## src/rtl/table_entry_fetcher.sv

```systemverilog
// Walks a flattened descriptor table with pipelined row reads and streams the rows, in order,
// into the object buffer, stopping after the terminator that closes the top-level message.

typedef struct packed {
  logic [15:0] field_id;
  logic        nested;
  logic [6:0]  wire_type;
  logic [7:0]  sub_index;
  logic [31:0] offset;
} table_entry_t;

module table_entry_fetcher #(
  parameter int FIFO_DEPTH  = 4,
  parameter int ENTRY_BYTES = 16,
  parameter int MAX_DEPTH   = 15
) (
  input  logic         clk,
  input  logic         reset,
  input  logic         start,
  input  logic [63:0]  table_base_addr,
  output logic         busy,
  output logic         done,
  output logic         error,
  output logic         mem_req_valid,
  input  logic         mem_req_ready,
  output logic [63:0]  mem_req_addr,
  input  logic         mem_rsp_valid,
  input  table_entry_t mem_rsp_entry,
  input  logic         ob_full,
  output logic         ob_valid,
  output table_entry_t ob_entry,
  output logic [15:0]  entries_sent
);

  localparam int CW = $clog2(FIFO_DEPTH + 1);
  localparam int PW = (FIFO_DEPTH > 1) ? $clog2(FIFO_DEPTH) : 1;
  localparam int DW = $clog2(MAX_DEPTH + 1);
  localparam logic [CW:0]   CREDIT_LIMIT = (CW + 1)'(FIFO_DEPTH);
  localparam logic [PW-1:0] LAST_SLOT    = PW'(FIFO_DEPTH - 1);
  localparam logic [DW-1:0] DEPTH_LIMIT  = DW'(MAX_DEPTH);

  typedef enum logic [1:0] {IDLE, FETCH, DRAIN} state_t;

  state_t        state;
  logic [63:0]   addr;
  logic [CW-1:0] outstanding;
  logic [CW-1:0] fifo_count;
  logic [PW-1:0] rd_ptr;
  logic [PW-1:0] wr_ptr;
  logic [DW-1:0] depth;
  table_entry_t  fifo_mem [FIFO_DEPTH];

  logic          issue;
  logic          rsp_accept;
  logic          rsp_retire;
  logic          head_valid;
  logic          head_overflow;
  logic          head_is_term;
  logic [CW:0]   credit_used;
  table_entry_t  head;

  function automatic logic [PW-1:0] ptr_inc(input logic [PW-1:0] p);
    return (p == LAST_SLOT) ? '0 : p + 1'b1;
  endfunction

  // Reads in flight plus rows already queued may never exceed the FIFO, so responses never overflow it.
  assign credit_used   = {1'b0, outstanding} + {1'b0, fifo_count};
  assign mem_req_valid = (state == FETCH) && (credit_used < CREDIT_LIMIT);
  assign mem_req_addr  = addr;
  assign issue         = mem_req_valid && mem_req_ready;
  assign rsp_accept    = mem_rsp_valid && (state == FETCH);
  assign rsp_retire    = mem_rsp_valid && (outstanding != '0);

  assign head          = fifo_mem[rd_ptr];
  assign head_valid    = (state == FETCH) && (fifo_count != '0);
  assign head_overflow = head_valid && head.nested && (depth == DEPTH_LIMIT);
  assign head_is_term  = !head.nested && (head.field_id == 16'd0);
  assign ob_valid      = head_valid && !ob_full && !head_overflow;
  assign ob_entry      = head;

  assign busy = (state != IDLE);
  assign done = (state == DRAIN) && (outstanding == '0);

  always_ff @(posedge clk) begin
    if (rsp_accept) fifo_mem[wr_ptr] <= mem_rsp_entry;
  end

  always_ff @(posedge clk) begin
    if (reset) begin
      state        <= IDLE;
      addr         <= '0;
      outstanding  <= '0;
      fifo_count   <= '0;
      rd_ptr       <= '0;
      wr_ptr       <= '0;
      depth        <= '0;
      error        <= 1'b0;
      entries_sent <= '0;
    end else begin
      case ({issue, rsp_retire})
        2'b10:   outstanding <= outstanding + 1'b1;
        2'b01:   outstanding <= outstanding - 1'b1;
        default: ;
      endcase

      if (issue) addr <= addr + 64'(ENTRY_BYTES);

      case ({rsp_accept, ob_valid})
        2'b10:   fifo_count <= fifo_count + 1'b1;
        2'b01:   fifo_count <= fifo_count - 1'b1;
        default: ;
      endcase
      if (rsp_accept) wr_ptr <= ptr_inc(wr_ptr);

      if (ob_valid) begin
        rd_ptr       <= ptr_inc(rd_ptr);
        entries_sent <= entries_sent + 16'd1;
        if (head.nested) depth <= depth + 1'b1;
        else if (head_is_term && depth != '0) depth <= depth - 1'b1;
      end

      // State handling comes last so that start and the end-of-walk flush win over the updates above.
      case (state)
        IDLE: begin
          if (start) begin
            state        <= FETCH;
            addr         <= table_base_addr;
            outstanding  <= '0;
            fifo_count   <= '0;
            rd_ptr       <= '0;
            wr_ptr       <= '0;
            depth        <= '0;
            error        <= 1'b0;
            entries_sent <= '0;
          end
        end
        FETCH: begin
          if (head_overflow || (ob_valid && head_is_term && depth == '0)) begin
            state      <= DRAIN;
            fifo_count <= '0;
            rd_ptr     <= '0;
            wr_ptr     <= '0;
            if (head_overflow) error <= 1'b1;
          end
        end
        DRAIN: begin
          if (outstanding == '0) state <= IDLE;
        end
        default: state <= IDLE;
      endcase
    end
  end

endmodule

```

## config.mk

```make
export PLATFORM = sky130hd
export DESIGN_NAME = table_entry_fetcher
export DESIGN_NICKNAME = d
export VERILOG_FILES = /design/src/rtl/table_entry_fetcher.sv
export SDC_FILE = /design/constraint.sdc
export NUM_CORES = 1
export LEC_CHECK = 0
export CORE_UTILIZATION = 52
export DETAILED_ROUTE_END_ITERATION = 8
export PLACE_DENSITY = 0.84
export SLEW_MARGIN = 30
export SYNTH_ARGS = -nofsm -noshare
export SYNTH_HDL_FRONTEND = slang
export SYNTH_SLANG_ARGS = --single-unit
```

## constraint.sdc

```tcl
create_clock -name clk -period 3.78 [get_ports clk]
set_input_delay 0.567 -clock clk [delete_from_list [all_inputs] [get_ports clk]]
set_output_delay 0.567 -clock clk [all_outputs]
set_load 0.05 [all_outputs]
```

==> key figures <==
Status
  – Outcome: completed

Synth
  – Proportion of register bits with asynchronous set or reset after synthesis: 0
  – Number of synthesized flops with an enable pin: 256
  – Library cell with the largest summed area after synthesis: sky130_fd_sc_hd__edfxtp_1
  – Dominant cell by count in the synthesized netlist: sky130_fd_sc_hd__edfxtp_1
  – Most used standard cells in the synthesized netlist: sky130_fd_sc_hd__edfxtp_1 (256), sky130_fd_sc_hd__nor2_1 (102), sky130_fd_sc_hd__dfxtp_1 (97)
  – Post-synth net total: 1144
  – Post-synthesis cell type count: 53
  – Yosys reg bits: 353
  – Area share of the leading cell type in the synthesized netlist: 0.5303
  – Register area share after synthesis: 0.6643
  – Mean cell area of the mapped netlist: 14.57 sq um
  – Leading post-synthesis cells by cell area: sky130_fd_sc_hd__edfxtp_1 (53%), sky130_fd_sc_hd__dfxtp_1 (13%), sky130_fd_sc_hd__mux4_2 (9.9%), sky130_fd_sc_hd__nor2_1 (2.6%), sky130_fd_sc_hd__a211oi_1 (2.2%)
  – Mapped cell area: 14500 sq um
  – Number of instances in the synthesized netlist: 995
  – YS warnings: 0
  – Leading register cell type out of synthesis: sky130_fd_sc_hd__edfxtp_1

GRT
  – Sum of overflow across all layers after global routing: 0
  – Met3 Track Usage GR: 0.08253
  – Antenna violations before repair: 3
  – Wire length of the first global-routing pass: 55410 um
  – Maximum number of pins on one net before global-route repair: 67
  – Global-route total usage across every layer: 0.2551
  – Met2 Use GR: 0.4395
  – GRT busiest layer: met2
  – Met1 track demand over resource in global routing: 0.2978
  – Via count of the first global-routing pass: 9908

Floorplan
  – Effective utilization at floorplan: 0.5334
  – Core region area: 27180 sq um
  – Die Wd: 169.0 um
  – Die outline area: 28550 sq um
  – Y dimension of the die: 169.0 um
  – Number of placement rows: 60
  – I/O pin cnt: 283

Job
  – Number of max-capacitance violations reported: 0

Setup path
  – Critical path origin: rd_ptr[0]
  – Data required, critical path: 3.21 ns
  – Register-to-register setup slack: 0.66 ns
  – Startpoint types: flop
  – Worst-path maximum fanout: 13
  – Startpoint of the worst-slack reg-to-reg timing path: fifo_count[2]
  – CP endpoint kind: output pin
  – Signal arrival time at the worst endpoint: 3.05 ns
  – Critical path start-end classification: flop to output pin

STA
  – Min Clock Period, post-route: 3.613 ns
  – Setup total negative slack: 0 ns
  – Fin. max-slew vios: 0
  – Final clock period utilization by the worst path: 0.9559
  – Worst setup skew after layout: 0.01557 ns
  – Unrepaired setup endpoints after global routing: no
  – Relative max-transition margin: 0.5056
  – Measured slew at the worst slew-check pin: 0.7416 ns
  – Final hold violation count: 0
  – Highest attainable clock frequency: 0.2767 GHz
  – Count of final setup violators: 0

Clock network
  – Master cell of the clock root buffer: sky130_fd_sc_hd__clkbuf_16
  – CTS Buf Count: 37
  – CTS tree: done
  – Cts repair resizes: 0
  – Number of H-tree levels: 2
  – Clock transition at path regs: 0.06 ns
  – Hold_buf cts: 0
  – Number of buffers added for setup after CTS: 0
  – CTS Buffer Depth: 3
  – Clock latency reported for the late side of the worst-skew pair: 0.53 ns
  – Clock net sink count: 353

Placed design
  – RePlAce Congestion: 0.8720
  – Cell total after placement: 1617
  – Port-buffer cells: 282
  – Half-perimeter wire length after placement: 23650 um

Hold path
  – Hold wc startpoint: reset
  – Worst hold path type: input port to flop

Detailed routing
  – Number of design rule violations left after detail routing: 0
  – Number of iterations in the first detailed-routing pass: 5
  – Average wire per standard cell: 21.57 um
  – Via count: 9744
  – Remaining antenna violation count: 0
  – Final WL: 36390 um
  – Initial drt markers: 836
  – Via count normalized by instance count: 5.776

Finish
  – Total number of nets in the final design: 1433
  – Share of final-layout standard cells stronger than drive strength 1: 0.1188
  – Count of placed standard cells in the final layout, fillers left out: 1687
  – Synthesis-to-finish area growth: 31.66%

Power
  – Power density over cell area: 469.3 nW/um^2
  – Leakage: 6.201 nW
  – VDD IR-drop max: 0.4205 mV
-- metrics by stage --
step	area (sq um)	utilization	setup WS (ns)	total power [mW]	hold slack, ns
after detailed placement	17810	0.6553	0.6749	5.304	0.4580
after floorplan	14500	-	0.2608	4.892	0.4510
after global placement	17810	0.6553	0.7351	5.285	0.4439
final	19080	0.7023	0.1666	8.956	0.3462
after CTS	19080	0.7021	0.1125	9.015	0.3198
after global routing	19080	0.7021	0.04029	9.226	0.3297
-- where the power goes --
part | total, mW | internal [mW] | switching (mW)
combinational | 0.903 | 0.359 | 0.544
clock | 3.72 | 2.25 | 1.48
sequential | 4.33 | 4.24 | 0.0869
total | 8.96 | 6.85 | 2.11
-- layout make-up --
class / instances / area (sq um)
sequential: 353 / 9634
antenna: 2 / 5.005
fill: 1775 / 8092
multi-input combinational: 568 / 4581
tap: 372 / 465.4
timing repair buffer: 300 / 3038
clock buffer: 49 / 1052
clock inverter: 19 / 219.0
inverter: 24 / 90.09
-- cell families after synthesis --
| logic type | after synthesis | share of synthesized area |
|---|---|---|
| compound gates | 100 | 0.04843 |
| fa+ha+maj | 15 | 0.01398 |
| flops | 353 | 0.6643 |
| xor+xnor | 57 | 0.03444 |
| buf+inv | 74 | 0.02054 |
| mux | 69 | 0.1029 |
| simple gates | 327 | 0.1154 |
-- registers in the layout, indices dropped and copies added (netlist names) --
signal and flops:
fifo_count 3, fifo_mem 256, entries_sent 16, depth 4, state 2, rd_ptr 2
mem_req_addr 64, outstanding 3, wr_ptr 2, error 1
-- worst max-delay path: stages (launching register included) --
cell                              delay [ns]
sky130_fd_sc_hd__dfxtp_4                0.50
sky130_fd_sc_hd__buf_4                  0.31
sky130_fd_sc_hd__buf_4                  0.33
sky130_fd_sc_hd__mux4_2                 0.60
sky130_fd_sc_hd__clkdlybuf4s50_1        0.78
-- final timing paths --
check	endpoint	cells past startpoint
worst max-delay path	ob_entry[48]	4
worst min-delay path	error	2
worst max register to register	mem_req_addr[62]	9
worst min register to register	mem_req_addr[0]	2
-- metal layers --
layer  wire, um  part of all wire
met3       3280             0.090
met5         13           0.00036
met2      18370              0.50
met1      13600              0.37
met4       1117             0.031
-- cells in the final DEF (no fill, tap or decap), types with 6 or more instances in the layout --
cell type,instances
sky130_fd_sc_hd__clkinv_1,7
sky130_fd_sc_hd__ha_1,13
sky130_fd_sc_hd__and4_1,9
sky130_fd_sc_hd__and2_1,7
sky130_fd_sc_hd__o21ai_0,14
sky130_fd_sc_hd__a21oi_1,13
sky130_fd_sc_hd__or3_1,18
sky130_fd_sc_hd__nor4_1,22
sky130_fd_sc_hd__inv_1,23
sky130_fd_sc_hd__clkbuf_16,38
sky130_fd_sc_hd__mux4_2,64
sky130_fd_sc_hd__nand4_1,24
sky130_fd_sc_hd__and3_1,18
sky130_fd_sc_hd__nor2_1,102
sky130_fd_sc_hd__nand3_1,31
sky130_fd_sc_hd__dfxtp_1,95
sky130_fd_sc_hd__xor2_1,24
sky130_fd_sc_hd__clkbuf_8,6
sky130_fd_sc_hd__a211oi_1,43
sky130_fd_sc_hd__or4_1,6
sky130_fd_sc_hd__clkdlybuf4s50_1,280
sky130_fd_sc_hd__xnor2_1,33
sky130_fd_sc_hd__buf_12,7
sky130_fd_sc_hd__nand2_1,52
sky130_fd_sc_hd__buf_4,12
sky130_fd_sc_hd__a311oi_1,13
sky130_fd_sc_hd__edfxtp_1,256
sky130_fd_sc_hd__nor3_1,18
Note: power is estimated with default switching activity, not from simulation.
==> RTL edit: new RTL, config.mk and constraints unchanged <==
Encoding of `state_t`: now one-hot (3 bits for 3 states).
--- a/src/rtl/table_entry_fetcher.sv
+++ b/src/rtl/table_entry_fetcher.sv
@@ -40,5 +40,5 @@
   localparam logic [DW-1:0] DEPTH_LIMIT  = DW'(MAX_DEPTH);
 
-  typedef enum logic [1:0] {IDLE, FETCH, DRAIN} state_t;
+  typedef enum logic [2:0] {IDLE = 3'b001, FETCH = 3'b010, DRAIN = 3'b100} state_t;
 
   state_t        state;
Behaviour: no difference found for any inputs over 4 cycles, from zero or initial values and one cycle with reset high; so few cycles prove little.
==> RTL edit against the unedited design <==
Sequential cell count grew 1. Worst setup slack gained 95 ps. Sequential power is essentially flat. Final area grew 0.56%. Maximum frequency grew 2.7%. Global-route usage shrank 0.68 points. First-iteration DRC count shrank 1.9%. Area after synthesis grew 1.7%. Total power shrank 2.9%. Via count is essentially flat. Cell count grew 0.59%. Routed wire length shrank 2.1%. Largest power group unchanged.
==> RTL edit: results (changes against the unedited design) <==
Clock network
  • Cts bufs inserted: 38 (+2.7%)
  • Insertion delay to the later sink of the worst-skew pair: 540 ps
  • Clk pin slew, worst setup/hold paths: 60 ps (about the same)
  • Longest Clk Path Bufs: 3 (unchanged)
  • Postcts setup bufs: 0 (unchanged)

Yosys
  • Yosys cell types: 64 (+21%)
  • Synth Net Count: 1151 (+0.61%)
  • Share of flip-flops with an asynchronous set or reset: 0% (unchanged)
  • Register area share after synthesis: 65.5% (-0.95 points)
  • Most frequent cells after synthesis: edfxtp_1, dfxtp_1, nor2_1, mux4_2, nand2_1
  • Area contributors post-synth: edfxtp_1, dfxtp_1, mux4_2, nor2_1, xnor2_1

Critical path
  • Worst-path fanout max: 20 (+7)
  • Reg2reg path depth: 7 (-2)
  • Crit path DAT: 2950 ps (-100 ps)
  • Crit Reg-Reg Endpoint: fifo_count[1]
  • Crit Reg-Reg Startpoint: rd_ptr[0]
  • R2R Setup Slk: 810 ps (+150 ps)

Final layout
  • Max reg flops: 256 (unchanged)
  • Fill count: 1841 (+3.7%)
  • Share of layout cells above drive strength 1: 12.5% (+0.58 points)
  • Final nets: 1439 (+0.42%)

Placement
  • RePlAce Congestion: 0.849 (-2.6%)
  • Detail Placement HPWL: 23400 um (-1.2%)
  • Port bufs: 282 (unchanged)

Global route
  • GR Util All Layers: 24.8% (-0.68 points)
  • Vias in the first global route: 9836 (-0.73%)
  • Largest net degree at the start of global routing: 76 (+13%)
  • First-pass GRT wire length: 54700 um (-1.3%)
  • Initial antenna violation count: 3 (unchanged)

Power
  • Maximum VDD drop: 439 uV (+4.4%)
  • Static Leak: 6.09 nW (-1.7%)

Worst hold path
  • Hold endpoint: mem_req_addr[0]
  • Worst hold start: mem_req_addr[0]
  • Hold Path Class: reg -> reg

Outcome
  • Status: complete, no violations

Timing
  • Worst Clk Skew: 17.1 ps (+1.52 ps)
  • Tightest Pin Transition: 832 ps (+90.2 ps)
  • Worst hold slack: 459 ps (+113 ps)

Drt
  • Pre-antenna DRT Iters: 8 (+3)
  • Vias per std cell: 5.74 (-0.61%)
  • Initial DRC count: 820 (-1.9%)
  • Routed WL: 35600 um (-2.1%)
## RTL edit: changes by cell type after synthesis, sizes merged, moves of 4 or more
| cell | change |
|---|---|
| nor3 | +8 |
| xnor2 | +8 |
| and3 | -7 |
| or3 | -7 |
| and4 | +6 |
| nor2 | -6 |
| nor4 | +6 |
| buf | +5 |
| inv | -5 |
| or4 | -5 |
| a31oi | -4 |
| clkbuf | -4 |
| nand4 | -4 |
## RTL edit: worst max-delay path, stage by stage (launching register included)
cell	delay, ps
dfxtp_4	590
buf_4	450
mux4_2	590
clkdlybuf4s50_1	760
## RTL edit: metrics by stage
stage / cells / setup slack, ps / util, % / instance area, sq um
floorplan: 1002 / 1010 / - / 14700
detailed placement: 1628 / 806 / 64.7 / 18000
CTS: 1694 / 180 / 68.9 / 19200
global placement: 1628 / 836 / 64.7 / 18000
finish: 1697 / 262 / 68.9 / 19200
global route: 1695 / 101 / 68.9 / 19200
## RTL edit: per-layer routing
layer  vias up  part of all wire (%)  GRT usage, %
met2       382                    50          42.1
li1       4469                     -             -
met4         0                   3.1          9.05
met5         -                     0             0
met1      4821                    38          30.3
met3        70                   8.9          7.07
## RTL edit: kinds of logic (layout without fill, tap and decap cells)
logic type	after synthesis	count (layout)	synth area share, %
flip-flops	354	354	65.5
AND/OR/NAND/NOR	325	325	12.0
AO/OA/AOI/OAI	98	98	4.76
multiplexers	73	73	10.4
buffers and inverters	70	384	1.96
XOR/XNOR	67	67	3.98
adder cells (fa/ha/maj)	15	15	1.38
other	0	3	0
## RTL edit: worst max-delay path by stage
stage	depth (start not counted)	endpoint	slack (ps)	start
2_1_floorplan	4	ob_entry[39]	1010	rd_ptr[0]
3_3_place_gp	3	ob_entry[18]	840	rd_ptr[0]
3_5_place_dp	3	ob_entry[15]	810	rd_ptr[0]
4_1_cts	3	ob_entry[15]	180	rd_ptr[0]
5_1_grt	3	ob_entry[15]	100	rd_ptr[0]
6_report	3	ob_entry[32]	260	rd_ptr[0]
## RTL edit: area by class of cell
class	instances	area share, %
antenna	3	0.0391
clock buffer	47	5.13
clock inverter	19	0.939
sequential	354	50.3
multi-input combinational	578	25.1
inverter	19	0.372
tap	378	2.46
timing repair buffer	299	15.6
## RTL edit: where the power goes
group | internal, mW | switching [mW] | total [mW]
Sequential | 4.24 | 0.104 | 4.34
Clock | 2.00 | 1.49 | 3.49
Combinational | 0.347 | 0.519 | 0.867
